--- config.mk ---
export PLATFORM = sky130hd
export DESIGN_NAME = usb_hid_kbd_events
export DESIGN_NICKNAME = d
export VERILOG_FILES = /design/src/rtl/usb_hid_pkg.sv /design/src/rtl/usb_event_fifo.sv /design/src/rtl/usb_hid_kbd_events.sv
export SDC_FILE = /design/constraint.sdc
export NUM_CORES = 1
export LEC_CHECK = 0
export CAP_MARGIN = 20
export CORE_ASPECT_RATIO = 1.5
export CORE_MARGIN = 5
export CORE_UTILIZATION = 54
export DETAILED_ROUTE_END_ITERATION = 7
export HOLD_SLACK_MARGIN = 0.02
export PLACE_DENSITY = 0.72
export SLEW_MARGIN = 20
export SYNTH_ARGS = -nofsm -noshare
export SYNTH_HDL_FRONTEND = slang
export SYNTH_SLANG_ARGS = --single-unit
--- constraint.sdc ---
create_clock -name clk -period 9.31 [get_ports clk]
set_clock_uncertainty 0.15 [all_clocks]
set_input_delay 2.3275 -clock clk [delete_from_list [all_inputs] [get_ports clk]]
set_output_delay 2.3275 -clock clk [all_outputs]
set_load 0.05 [all_outputs]
--- src/rtl/usb_hid_pkg.sv ---
// Shared types and helpers for the HID keyboard report diff engine.
// Report layout, event format, scan states and key-set membership checks.
package usb_hid_pkg;

  localparam logic [7:0] KEY_NONE         = 8'h00;
  localparam logic [7:0] KEY_ERR_ROLLOVER = 8'h01;
  localparam logic [7:0] MOD_USAGE_BASE   = 8'hE0;
  localparam int unsigned KBD_NB_KEYS     = 6;

  typedef struct packed {
    logic [7:0]                  mod;
    logic [7:0]                  rsvd;
    logic [KBD_NB_KEYS-1:0][7:0] key;
  } kbd_report_t;

  typedef struct packed {
    logic       pressed;
    logic [7:0] usage;
  } kbd_event_t;

  typedef enum logic [2:0] {
    IDLE,
    SCAN_MOD,
    SCAN_REL,
    SCAN_PRS,
    COMMIT
  } scan_state_e;

  function automatic kbd_report_t unpack_report(input logic [63:0] raw);
    kbd_report_t r;
    r.mod  = raw[7:0];
    r.rsvd = raw[15:8];
    for (int i = 0; i < KBD_NB_KEYS; i++) begin
      r.key[i] = raw[8*i+16 +: 8];
    end
    return r;
  endfunction

  function automatic logic is_phantom(input kbd_report_t r);
    logic hit;
    hit = 1'b0;
    for (int i = 0; i < KBD_NB_KEYS; i++) begin
      if (r.key[i] == KEY_ERR_ROLLOVER) hit = 1'b1;
    end
    return hit;
  endfunction

  function automatic logic key_listed(input logic [7:0]                  k,
                                      input logic [KBD_NB_KEYS-1:0][7:0] keys);
    logic hit;
    hit = 1'b0;
    for (int i = 0; i < KBD_NB_KEYS; i++) begin
      if (keys[i] == k) hit = 1'b1;
    end
    return hit;
  endfunction

  // True when k already appeared at a lower index of its own report.
  function automatic logic key_seen_before(input logic [7:0]                  k,
                                           input logic [KBD_NB_KEYS-1:0][7:0] keys,
                                           input logic [2:0]                  upto);
    logic hit;
    hit = 1'b0;
    for (int j = 0; j < KBD_NB_KEYS; j++) begin
      if (j < int'(upto) && keys[j] == k) hit = 1'b1;
    end
    return hit;
  endfunction

  function automatic logic key_changed(input logic [7:0]                  k,
                                       input logic [KBD_NB_KEYS-1:0][7:0] other,
                                       input logic [KBD_NB_KEYS-1:0][7:0] own,
                                       input logic [2:0]                  idx);
    return (k != KEY_NONE) && (k != KEY_ERR_ROLLOVER) && !key_listed(k, other) &&
           !key_seen_before(k, own, idx);
  endfunction

endpackage

--- src/rtl/usb_event_fifo.sv ---
// Synchronous first-word-fall-through FIFO; head word is visible whenever valid is high.
// Push while full is accepted only when a pop happens in the same cycle.
module usb_event_fifo #(
  parameter int unsigned Width = 8,
  parameter int unsigned Depth = 16
) (
  input  logic                   clk,
  input  logic                   rst,
  input  logic                   push,
  input  logic [Width-1:0]       push_data,
  input  logic                   pop,
  output logic [Width-1:0]       pop_data,
  output logic                   valid,
  output logic                   full,
  output logic [$clog2(Depth):0] count
);

  localparam int unsigned PtrW = $clog2(Depth);

  logic [Width-1:0] mem [Depth];
  logic [PtrW-1:0]  wr_ptr_q, rd_ptr_q;
  logic [PtrW:0]    count_q;
  logic             do_push, do_pop;

  assign valid    = count_q != '0;
  assign full     = count_q == (PtrW+1)'(Depth);
  assign do_pop   = pop && valid;
  assign do_push  = push && (!full || do_pop);
  assign pop_data = valid ? mem[rd_ptr_q] : '0;
  assign count    = count_q;

  always_ff @(posedge clk or posedge rst) begin
    if (rst) begin
      wr_ptr_q <= '0;
      rd_ptr_q <= '0;
      count_q  <= '0;
    end else begin
      if (do_push) wr_ptr_q <= wr_ptr_q + 1'b1;
      if (do_pop)  rd_ptr_q <= rd_ptr_q + 1'b1;
      case ({do_push, do_pop})
        2'b10:   count_q <= count_q + 1'b1;
        2'b01:   count_q <= count_q - 1'b1;
        default: count_q <= count_q;
      endcase
    end
  end

  always_ff @(posedge clk) begin
    if (do_push) mem[wr_ptr_q] <= push_data;
  end

endmodule

--- src/rtl/usb_hid_kbd_events.sv ---
// Diffs successive boot-protocol keyboard reports and queues one press/release event
// per changed modifier or key for the CPU, with a single-deep pending report slot.
module usb_hid_kbd_events
  import usb_hid_pkg::*;
#(
  parameter int unsigned REPORT_NB_BYTES = 8,
  parameter int unsigned FIFO_DEPTH      = 16
) (
  input  logic                         clk,
  input  logic                         reset_i,
  input  logic [REPORT_NB_BYTES*8-1:0] usb_report_i,
  input  logic                         usb_report_valid_i,
  output logic [8:0]                   event_o,
  output logic                         event_valid_o,
  input  logic                         event_ready_i,
  output logic [$clog2(FIFO_DEPTH):0]  fifo_count_o,
  output logic                         busy_o,
  output logic                         overrun_o,
  input  logic                         overrun_clear_i
);

  scan_state_e state_q, state_d;
  logic [2:0]  idx_q, idx_d;
  kbd_report_t cur_q, cur_d, prev_q, prev_d, pend_q, pend_d, rx_report;
  logic        pend_valid_q, pend_valid_d;
  logic        overrun_q, overrun_d;
  logic        pend_take, direct_cap, overrun_set;
  logic        phantom, cand_valid, last_idx, stall, push, pop, fifo_full;
  kbd_event_t  cand;
  logic [7:0]  rel_key, prs_key;
  logic        unused_bits;

  assign rx_report   = unpack_report(usb_report_i[63:0]);
  assign rel_key     = prev_q.key[idx_q];
  assign prs_key     = cur_q.key[idx_q];
  assign phantom     = is_phantom(cur_q);
  assign unused_bits = ^{prev_q.rsvd, usb_report_i};

  // Candidate event for the current scan index.
  always_comb begin
    cand       = '0;
    cand_valid = 1'b0;
    last_idx   = 1'b0;
    case (state_q)
      SCAN_MOD: begin
        cand.pressed = cur_q.mod[idx_q];
        cand.usage   = MOD_USAGE_BASE + {5'd0, idx_q};
        cand_valid   = !phantom && (cur_q.mod[idx_q] != prev_q.mod[idx_q]);
        last_idx     = idx_q == 3'd7;
      end
      SCAN_REL: begin
        cand       = {1'b0, rel_key};
        cand_valid = key_changed(rel_key, cur_q.key, prev_q.key, idx_q);
        last_idx   = idx_q == 3'd5;
      end
      SCAN_PRS: begin
        cand       = {1'b1, prs_key};
        cand_valid = key_changed(prs_key, prev_q.key, cur_q.key, idx_q);
        last_idx   = idx_q == 3'd5;
      end
      default: ;
    endcase
  end

  assign pop   = event_valid_o && event_ready_i;
  assign stall = cand_valid && fifo_full && !pop;
  assign push  = cand_valid && !stall;

  always_comb begin
    state_d   = state_q;
    idx_d     = idx_q;
    cur_d     = cur_q;
    prev_d    = prev_q;
    pend_take = 1'b0;
    unique case (state_q)
      IDLE: begin
        if (pend_valid_q) begin
          cur_d     = pend_q;
          pend_take = 1'b1;
          state_d   = SCAN_MOD;
          idx_d     = '0;
        end else if (usb_report_valid_i) begin
          cur_d   = rx_report;
          state_d = SCAN_MOD;
          idx_d   = '0;
        end
      end
      SCAN_MOD: begin
        if (phantom) begin
          // Rollover report: prev stays as is, move on to whatever is pending.
          if (pend_valid_q) begin
            cur_d     = pend_q;
            pend_take = 1'b1;
            idx_d     = '0;
          end else begin
            state_d = IDLE;
          end
        end else if (!stall) begin
          if (last_idx) begin
            state_d = SCAN_REL;
            idx_d   = '0;
          end else begin
            idx_d = idx_q + 1'b1;
          end
        end
      end
      SCAN_REL: begin
        if (!stall) begin
          if (last_idx) begin
            state_d = SCAN_PRS;
            idx_d   = '0;
          end else begin
            idx_d = idx_q + 1'b1;
          end
        end
      end
      SCAN_PRS: begin
        if (!stall) begin
          if (last_idx) begin
            state_d = COMMIT;
            idx_d   = '0;
          end else begin
            idx_d = idx_q + 1'b1;
          end
        end
      end
      COMMIT: begin
        prev_d = cur_q;
        if (pend_valid_q) begin
          cur_d     = pend_q;
          pend_take = 1'b1;
          state_d   = SCAN_MOD;
          idx_d     = '0;
        end else begin
          state_d = IDLE;
        end
      end
      default: state_d = IDLE;
    endcase
  end

  assign direct_cap = usb_report_valid_i && (state_q == IDLE) && !pend_valid_q;

  // A slot being drained this cycle can take a new report without losing anything.
  always_comb begin
    pend_d       = pend_q;
    pend_valid_d = pend_valid_q;
    overrun_set  = 1'b0;
    if (pend_take) pend_valid_d = 1'b0;
    if (usb_report_valid_i && !direct_cap) begin
      pend_d       = rx_report;
      pend_valid_d = 1'b1;
      overrun_set  = pend_valid_q && !pend_take;
    end
    overrun_d = overrun_q;
    if (overrun_set) begin
      overrun_d = 1'b1;
    end else if (overrun_clear_i) begin
      overrun_d = 1'b0;
    end
  end

  always_ff @(posedge clk or posedge reset_i) begin
    if (reset_i) begin
      state_q      <= IDLE;
      idx_q        <= '0;
      cur_q        <= '0;
      prev_q       <= '0;
      pend_q       <= '0;
      pend_valid_q <= 1'b0;
      overrun_q    <= 1'b0;
    end else begin
      state_q      <= state_d;
      idx_q        <= idx_d;
      cur_q        <= cur_d;
      prev_q       <= prev_d;
      pend_q       <= pend_d;
      pend_valid_q <= pend_valid_d;
      overrun_q    <= overrun_d;
    end
  end

  usb_event_fifo #(
    .Width(9),
    .Depth(FIFO_DEPTH)
  ) u_fifo (
    .clk      (clk),
    .rst      (reset_i),
    .push     (push),
    .push_data(cand),
    .pop      (pop),
    .pop_data (event_o),
    .valid    (event_valid_o),
    .full     (fifo_full),
    .count    (fifo_count_o)
  );

  assign busy_o    = state_q != IDLE;
  assign overrun_o = overrun_q;

endmodule
==> impl_metrics.toml, run 1 <==
[logic_synthesis]
synth_edf_count = 144
synth_adder_area_share_pct = 0.791
synth_compound_gate_area_share_pct = 6.64
syn-mean-instance-area_um2 = 12.7
synth_largest_type_area_fraction_pct = 27.2
main_combinational_cell_family_by_area_after_synthesis = "multiplexers"
yosysSeqAreaShare_pct = 52.0
post_synth_main_area_contributors = "sky130_fd_sc_hd__dfrtp_1, sky130_fd_sc_hd__edfxtp_1, sky130_fd_sc_hd__mux2_2"
synth_seq_cells = 333
synth_flop_cell = "sky130_fd_sc_hd__dfrtp_1"
synth_xor_area_share_pct = 8.76
synth.net_count = 1455
synth_cells = 1375
yosysWarningCount = 0
synth-simple-area-share_pct = 9.15
mappedNetlistArea_um2 = 17400
postSynth.asyncResetShare_pct = 56.8
mux_share_of_post_synthesis_cell_area_pct = 20.1
largest_area_contributor_in_the_netlist = "sky130_fd_sc_hd__dfrtp_1"
synth.distinct_cells = 67

[power_and_ir_drop]
internal_power_w = 0.00423
p_seq_share_pct = 34.4
power_switching_w = 0.00306
worst_ir_drop_vdd_uv = 181
total_power_w = 0.00729
cellLeakagePower_nw = 7.60
power.share.switching_pct = 42.0
power-per-cell-area_nw_per_um2 = 369
clock_power_share_pct = 18.3
logic_gate_share_of_total_power_pct = 47.2

[drt]
routed-wl-met2_um = 22800
drtPass1Iterations = 7
dr.first_iter.drc_count = 689
wl_met1_um = 16400
ant_nets = 0
route.vias.total = 11493
avgRoutedWirePerCell_um = 23.6
vias_per_cell = 6.17
dr.max_layer_used = "met4"
detail_route.wirelength_um = 44000
drc = 0
sum_of_met3_wire_segment_lengths_after_detailed_routing_um = 1820

[sta]
timing.setup.tns_ns = 0
setup_viol = 0
worst_pin_slew_ns = 1.07
post-route-period-util_pct = 71.0
timing.final.max_slew_violations = 0
rsz0062_at_grt = "false"
upper_clock_frequency_limit_mhz = 151
hold_viol = 0
max_slew_margin_pct = 28.8
post-route-min-period_ns = 6.61

[floorplanning]
rows = 80
core_region_area_um2 = 31800
dieArea_um2 = 36000
start_util_pct = 54.7
die_y_um = 230
floorplan.io_pins = 86
die_w_um = 157

[place]
dp_hpwl_um = 30700
placer_congestion = 0.948
numPortBuffers = 77

[grt]
pin_count_of_the_biggest_net_entering_global_routing = 125
grt_use_total_pct = 24.9
first_pass_grt_wire_length_um = 69100
initial_antenna_violation_count = 0
grt.overflow.total = 0
grt_pass1_vias = 11812

[clocking]
cts-hold-fix-buffers = 0
clkSinkCount = 333
h-tree-depth = 2
numCtsBuffers = 34
post_cts_resized = 0
cts_setup_buffers = 0
cts-root-to-sink-buffers = 3
clk_latency_ns = 0.52
ctsRootBufferMaster = "sky130_fd_sc_hd__clkbuf_16"
clkTransAtPathRegs_ns = 0.06
cts_tree = "done"

[final_layout]
final_layout_size_suffix_gt1_share_pct = 20.6
multi_input_area_um2 = 7980
register_area_um2 = 9060
nNetsFinal = 1512
finalCoreUtilization_pct = 62.0
area.growth.synth_to_final_pct = 13.4
antenna-diode-count = 0
nFillCells = 2479

[job]
max_cap_viol_count = 0

[worst_setup_path]
crit_path_max_fanout = 30
cp_data_arrival_time_ns = 6.86
worst_ep_required_time_ns = 9.56
crit_path_start_kind = "flip-flop"
cp-end-kind = "flip-flop"
critical_path_class = "reg -> reg"

[worst_hold_path]
hold_path.class = "reg -> reg"

[outcome]
outcome = "finished clean"
==> cell usage after synthesis, types with 4 or more instances <==
cell	number
sky130_fd_sc_hd__a21oi_1	33
sky130_fd_sc_hd__dfrtp_1	189
sky130_fd_sc_hd__nor3_1	14
sky130_fd_sc_hd__inv_1	14
sky130_fd_sc_hd__buf_2	21
sky130_fd_sc_hd__nor3b_1	4
sky130_fd_sc_hd__nor2_1	36
sky130_fd_sc_hd__and4_1	4
sky130_fd_sc_hd__edfxtp_1	144
sky130_fd_sc_hd__o2bb2ai_1	4
sky130_fd_sc_hd__nand4_1	29
sky130_fd_sc_hd__a2111oi_0	8
sky130_fd_sc_hd__nor2b_1	16
sky130_fd_sc_hd__mux4_2	49
sky130_fd_sc_hd__o21ai_1	4
sky130_fd_sc_hd__and2_1	6
sky130_fd_sc_hd__xnor2_1	82
sky130_fd_sc_hd__mux2i_1	64
sky130_fd_sc_hd__buf_1	9
sky130_fd_sc_hd__xor2_1	92
sky130_fd_sc_hd__and3_1	20
sky130_fd_sc_hd__mux2_2	144
sky130_fd_sc_hd__nor4b_1	7
sky130_fd_sc_hd__nand2_1	106
sky130_fd_sc_hd__mux2_1	11
sky130_fd_sc_hd__a22oi_1	5
sky130_fd_sc_hd__o211ai_1	4
sky130_fd_sc_hd__or3_1	5
sky130_fd_sc_hd__o21ai_0	72
sky130_fd_sc_hd__a222oi_1	13
sky130_fd_sc_hd__nand3_1	14
sky130_fd_sc_hd__a32o_1	4
sky130_fd_sc_hd__nor4_1	25
sky130_fd_sc_hd__clkbuf_1	58
sky130_fd_sc_hd__ha_1	11
==> cell type report <==
class / instances / area share, %
Multi-Input combinational cell: 935 / 40.4
Clock inverter: 12 / 0.786
Timing Repair Buffer: 113 / 5.28
Tap cell: 410 / 2.60
Sequential cell: 333 / 45.9
Inverter: 15 / 0.323
Clock buffer: 45 / 4.68
==> worst max-delay path, cell delays in order, from the launching register on <==
cell and delay, ns:
sky130_fd_sc_hd__dfrtp_2 0.84, sky130_fd_sc_hd__buf_4 0.47, sky130_fd_sc_hd__mux2_2 0.41, sky130_fd_sc_hd__a22oi_1 0.18, sky130_fd_sc_hd__buf_4 0.21, sky130_fd_sc_hd__and2_1 0.58
sky130_fd_sc_hd__xnor2_1 0.14, sky130_fd_sc_hd__nand4_1 0.18, sky130_fd_sc_hd__o2111ai_1 0.15, sky130_fd_sc_hd__a2111oi_1 0.80, sky130_fd_sc_hd__a211oi_4 0.31, sky130_fd_sc_hd__nor2_2 0.49
sky130_fd_sc_hd__inv_2 0.07, sky130_fd_sc_hd__ha_1 0.31, sky130_fd_sc_hd__xor2_1 0.18, sky130_fd_sc_hd__ha_1 0.23, sky130_fd_sc_hd__o21ai_0 0.15, sky130_fd_sc_hd__a21oi_1 0.08
sky130_fd_sc_hd__a21oi_1 0.17, sky130_fd_sc_hd__xor2_1 0.15, sky130_fd_sc_hd__nor2_1 0.06, sky130_fd_sc_hd__xor2_1 0.14
==> kinds of logic after synthesis <==
family | Yosys count
flops | 333
buf+inv | 107
simple gates | 305
xor+xnor | 174
compound gates | 177
mux | 268
fa+ha+maj | 11
==> placed cells by master (no fill, tap or decap), types with 5 or more instances in the layout <==
cell	Yosys	final
sky130_fd_sc_hd__xor2_1	92	92
sky130_fd_sc_hd__mux2i_1	64	64
sky130_fd_sc_hd__buf_4	3	36
sky130_fd_sc_hd__nor3_1	14	13
sky130_fd_sc_hd__a2111oi_0	8	7
sky130_fd_sc_hd__inv_1	14	13
sky130_fd_sc_hd__mux2_2	144	144
sky130_fd_sc_hd__xnor2_1	82	82
sky130_fd_sc_hd__edfxtp_1	144	144
sky130_fd_sc_hd__nand2_1	106	105
sky130_fd_sc_hd__a21oi_1	33	32
sky130_fd_sc_hd__clkdlybuf4s50_1	0	77
sky130_fd_sc_hd__mux4_2	49	49
sky130_fd_sc_hd__nor4b_1	7	5
sky130_fd_sc_hd__mux2_1	11	11
sky130_fd_sc_hd__dfrtp_1	189	187
sky130_fd_sc_hd__and3_1	20	20
sky130_fd_sc_hd__clkbuf_16	0	35
sky130_fd_sc_hd__nand3_1	14	14
sky130_fd_sc_hd__nor4_1	25	23
sky130_fd_sc_hd__o21ai_0	72	72
sky130_fd_sc_hd__nor2_2	3	5
sky130_fd_sc_hd__a222oi_1	13	13
sky130_fd_sc_hd__and2_1	6	6
sky130_fd_sc_hd__ha_1	11	11
sky130_fd_sc_hd__or3_1	5	5
sky130_fd_sc_hd__nor2b_1	16	16
sky130_fd_sc_hd__nand4_1	29	29
sky130_fd_sc_hd__clkbuf_1	58	9
sky130_fd_sc_hd__a22oi_1	5	5
sky130_fd_sc_hd__nor2_1	36	34
==> routing by layer <==
metal,GRT usage [%],vias to the layer above
li1,-,5212
met1,29.6,5740
met2,43.2,377
met3,2.90,164
met4,14.4,0
met5,0,-
==> registers in the layout, indices dropped and copies added (netlist names) <==
register and count:
u_fifo.mem 144, cur_q 56, pend_q 56, prev_q 56, u_fifo.count 5, u_fifo.rd_ptr_q 4
u_fifo.wr_ptr_q 4, idx_q 3, state_q 3, overrun_o 1, pend_valid_q 1
==> metrics by stage <==
stage               instance area [um^2]  setup slack [ns]  hold slack (ns)  std cells
floorplan                          17400              1.69            0.311       1375
global placement                   18600              2.73            0.332       1806
detailed placement                 18600              2.62            0.342       1806
CTS                                19700              2.64            0.354       1863
global route                       19700              2.27            0.360       1863
finish                             19700              2.70            0.352       1863
==> power groups by stage <==
stage | logic [W] | registers (W) | clock network [W]
after floorplan | 0.00259 | 0.00230 | 0
after global placement | 0.00337 | 0.00251 | 0
after detailed placement | 0.00344 | 0.00252 | 0
after CTS | 0.00345 | 0.00250 | 0.00137
after global routing | 0.00375 | 0.00255 | 0.00143
final | 0.00344 | 0.00251 | 0.00134
==> path summary, 6_finish.rpt <==
kind	start	to	slack [ns]	cells past startpoint
min in group asynchronous	reset_i	pend_q[2]$_DFFE_PP0P_	2.23	2
worst min register to register	pend_q[22]$_DFFE_PP0P_	pend_q[22]$_DFFE_PP0P_	0.35	1
worst min-delay path	pend_q[22]$_DFFE_PP0P_	pend_q[22]$_DFFE_PP0P_	0.35	1
worst max register to register	idx_q[0]$_DFFE_PP0P_	u_fifo.count[4]$_DFFE_PP0P_	2.70	21
max in group asynchronous	reset_i	prev_q[9]$_DFFE_PP0N_	5.36	3
worst max-delay path	idx_q[0]$_DFFE_PP0P_	u_fifo.count[4]$_DFFE_PP0P_	2.70	21
Note: power is estimated with default switching activity, not from simulation.
==> run 2, diff against run 1 <==
--- a/config.mk
+++ b/config.mk
@@ -11,7 +11,7 @@
 export CORE_UTILIZATION = 54
 export DETAILED_ROUTE_END_ITERATION = 7
 export HOLD_SLACK_MARGIN = 0.02
-export PLACE_DENSITY = 0.72
+export PLACE_DENSITY = 0.75
 export SLEW_MARGIN = 20
 export SYNTH_ARGS = -nofsm -noshare
 export SYNTH_HDL_FRONTEND = slang
==> constraint.sdc (replaced) <==
create_clock -name clk -period 6.06 [get_ports clk]
set_clock_uncertainty 0.15 [all_clocks]
set_input_delay 1.515 -clock clk [delete_from_list [all_inputs] [get_ports clk]]
set_output_delay 1.515 -clock clk [all_outputs]
set_load 0.05 [all_outputs]
==> run 2 against run 1 <==
- count of clock-buffer cells in the layout decreased by 6
- register-to-register slack got worse by 2.3 ns
- wire length increased by 4.4%
- combinational power increased by 61%
- sequential cell count unchanged
- sequential power increased by 55%
- fmax increased by 17%
- power increased by 58%
- via count increased by 1.1%
- sequential share of layout area decreased by 0.46 points
- critical path depth unchanged
- hold slack improved by 0.00070 ns
- highest routed layer unchanged
==> impl_metrics.toml, run 2 (same netlist as run 1, synthesis figures left out) <==
[final_layout]
antenna-diode-count = 0
layout.cell_area.non_filler_um2 = 19900
most_frequent_cells_in_the_layout = "sky130_fd_sc_hd__dfrtp_1, sky130_fd_sc_hd__mux2_2, sky130_fd_sc_hd__edfxtp_1"
finalCoreUtilization_pct = 62.6
registers.top_by_ff_count = "u_fifo.mem"
nNetsFinal = 1528
area.growth.synth_to_final_pct = 14.5
largest_register_ffs = 144
final_common_cell = "sky130_fd_sc_hd__dfrtp_1"
final_layout_size_suffix_gt1_share_pct = 22.3

[power_and_ir_drop]
cellLeakagePower_nw = 7.72
power-per-cell-area_nw_per_um2 = 576
internal_power_w = 0.00660
power_switching_w = 0.00489
logic_gate_share_of_total_power_pct = 48.1
p_seq_share_pct = 33.9
worst_ir_drop_vdd_uv = 305
power.share.switching_pct = 42.6
clock_power_share_pct = 17.9

[drt]
drc = 0
route.vias.total = 11623
avgRoutedWirePerCell_um = 24.4
vias_per_cell = 6.17
ant_nets = 0
drtPass1Iterations = 7
detail_route.wirelength_um = 46000
dr.first_iter.drc_count = 829

[clocking]
h-tree-depth = 1
cts_setup_buffers = 0
post_cts_resized = 0
cts-root-to-sink-buffers = 3
cts-hold-fix-buffers = 0
clkSinkCount = 333
clk_latency_ns = 0.59
ctsRootBufferMaster = "sky130_fd_sc_hd__clkbuf_16"
clkTransAtPathRegs_ns = 0.07
numCtsBuffers = 31
cts_tree = "done"

[floorplanning]
die_y_um = 230
start_util_pct = 54.7
core_region_area_um2 = 31800
rows = 80
floorplan.io_pins = 86
dieArea_um2 = 36000
die_w_um = 157

[worst_setup_path]
worst_ep_required_time_ns = 6.38
cpPeakStageDelay_ns = 0.98
cp-end-kind = "flip-flop"
crit_path_start_kind = "flip-flop"
crit_path_max_fanout = 38
critical_path.most_common_cell = "sky130_fd_sc_hd__xor2_1"
critical_path_class = "reg -> reg"
r2r_setup_slack_ns = 0.39
critPathBufInv = 3
slowest_cell_on_the_critical_path = "sky130_fd_sc_hd__dfrtp_2"
cp_top_family = "simple AND/OR/NAND/NOR gates"
cp_cell_sequence = "buf_4 > mux2_2 > a222oi_1 > buf_4 > xnor2_1 > nor4_1 > nand4_1 > nand4_1 > nor4_2 > a211oi_4 > nor2_2 > inv_2 > ha_1 > xor2_1 > ha_1 > o21ai_0 > a21oi_1 > a21oi_1 > xor2_1 > nor2_1 > xor2_1"
cp_data_arrival_time_ns = 5.99

[place]
pre_cts_ws_ns = 0.368
dp_hpwl_um = 32300
placement_stage_cell_area_um2 = 18800
placer_congestion = 0.984
numPortBuffers = 77

[grt]
pin_count_of_the_biggest_net_entering_global_routing = 135
grt.overflow.total = 0
grt_pass1_vias = 11997
first_pass_grt_wire_length_um = 71100
initial_antenna_violation_count = 0
grt_use_total_pct = 25.6

[sta]
setup_viol = 0
tightest_hold_margin_ns = 0.353
post-route-min-period_ns = 5.67
worst_pin_slew_ns = 1.13
rsz0062_at_grt = "false"
max_slew_margin_pct = 24.3
post-route-period-util_pct = 93.6
upper_clock_frequency_limit_mhz = 176
timing.setup.tns_ns = 0
hold_viol = 0
timing.final.max_slew_violations = 0
finalWorstSetupSlack_ns = 0.390

[job]
max_cap_viol_count = 0

[worst_hold_path]
hold_path.class = "reg -> reg"

[outcome]
outcome = "finished clean"
## run 2: cell types whose count changed in the layout (fill, tap and decap cells not counted), moves of 3 or more
| cell | delta |
|---|---|
| sky130_fd_sc_hd__buf_4 | +16 |
| sky130_fd_sc_hd__clkbuf_1 | -7 |
| sky130_fd_sc_hd__clkinvlp_4 | +4 |
| sky130_fd_sc_hd__clkbuf_16 | -4 |
| sky130_fd_sc_hd__buf_12 | +3 |
| sky130_fd_sc_hd__clkbuf_8 | +4 |
## run 2: metrics by stage
stage                     total power [W]  std cells
after detailed placement          0.00938       1825
after floorplan                   0.00751       1375
after CTS                          0.0115       1883
final                              0.0115       1883
after global routing               0.0121       1883
after global placement            0.00921       1825
## run 2: path summary, 6_finish.rpt
kind,startpoint,to,depth (start not counted)
worst max-delay path,idx_q[0]$_DFFE_PP0P_,u_fifo.count[4]$_DFFE_PP0P_,21
worst max register to register,idx_q[0]$_DFFE_PP0P_,u_fifo.count[4]$_DFFE_PP0P_,21
worst min-delay path,pend_q[3]$_DFFE_PP0P_,pend_q[3]$_DFFE_PP0P_,1
min in group asynchronous,reset_i,pend_q[2]$_DFFE_PP0P_,3
max in group asynchronous,reset_i,prev_q[9]$_DFFE_PP0N_,3
worst min register to register,pend_q[3]$_DFFE_PP0P_,pend_q[3]$_DFFE_PP0P_,1
## run 2: layout make-up
class | count | area, um^2
Clock inverter | 19 | 231
Sequential cell | 333 | 9060
Fill cell | 2481 | 11900
Clock buffer | 39 | 857
Timing Repair Buffer | 132 | 1220
Tap cell | 410 | 513
Inverter | 15 | 60.1
Multi-Input combinational cell | 935 | 7990
## run 2: metal layers
metal | GRT usage [%] | wire (um)
met5 | 0 | 0
met2 | 44.8 | 23900
met4 | 13.7 | 2870
met3 | 3.07 | 2190
met1 | 30.4 | 17100
## run 2: power by group through the flow
stage	clock [W]	sequential, W	combinational [W]
after CTS	0.00210	0.00388	0.00549
after detailed placement	0	0.00393	0.00546
after global placement	0	0.00389	0.00533
after floorplan	0	0.00354	0.00397
after global routing	0.00220	0.00396	0.00593
final	0.00206	0.00390	0.00553
==> run 3, diff against run 2 <==
--- a/config.mk
+++ b/config.mk
@@ -5,6 +5,7 @@
 export SDC_FILE = /design/constraint.sdc
 export NUM_CORES = 1
 export LEC_CHECK = 0
+export ABC_CLOCK_PERIOD_IN_PS = 6060
 export CAP_MARGIN = 20
 export CORE_ASPECT_RATIO = 1.5
 export CORE_MARGIN = 5
==> results of run 3 <==
No change in the layout: final DEF, timing and power equal those of run 2.
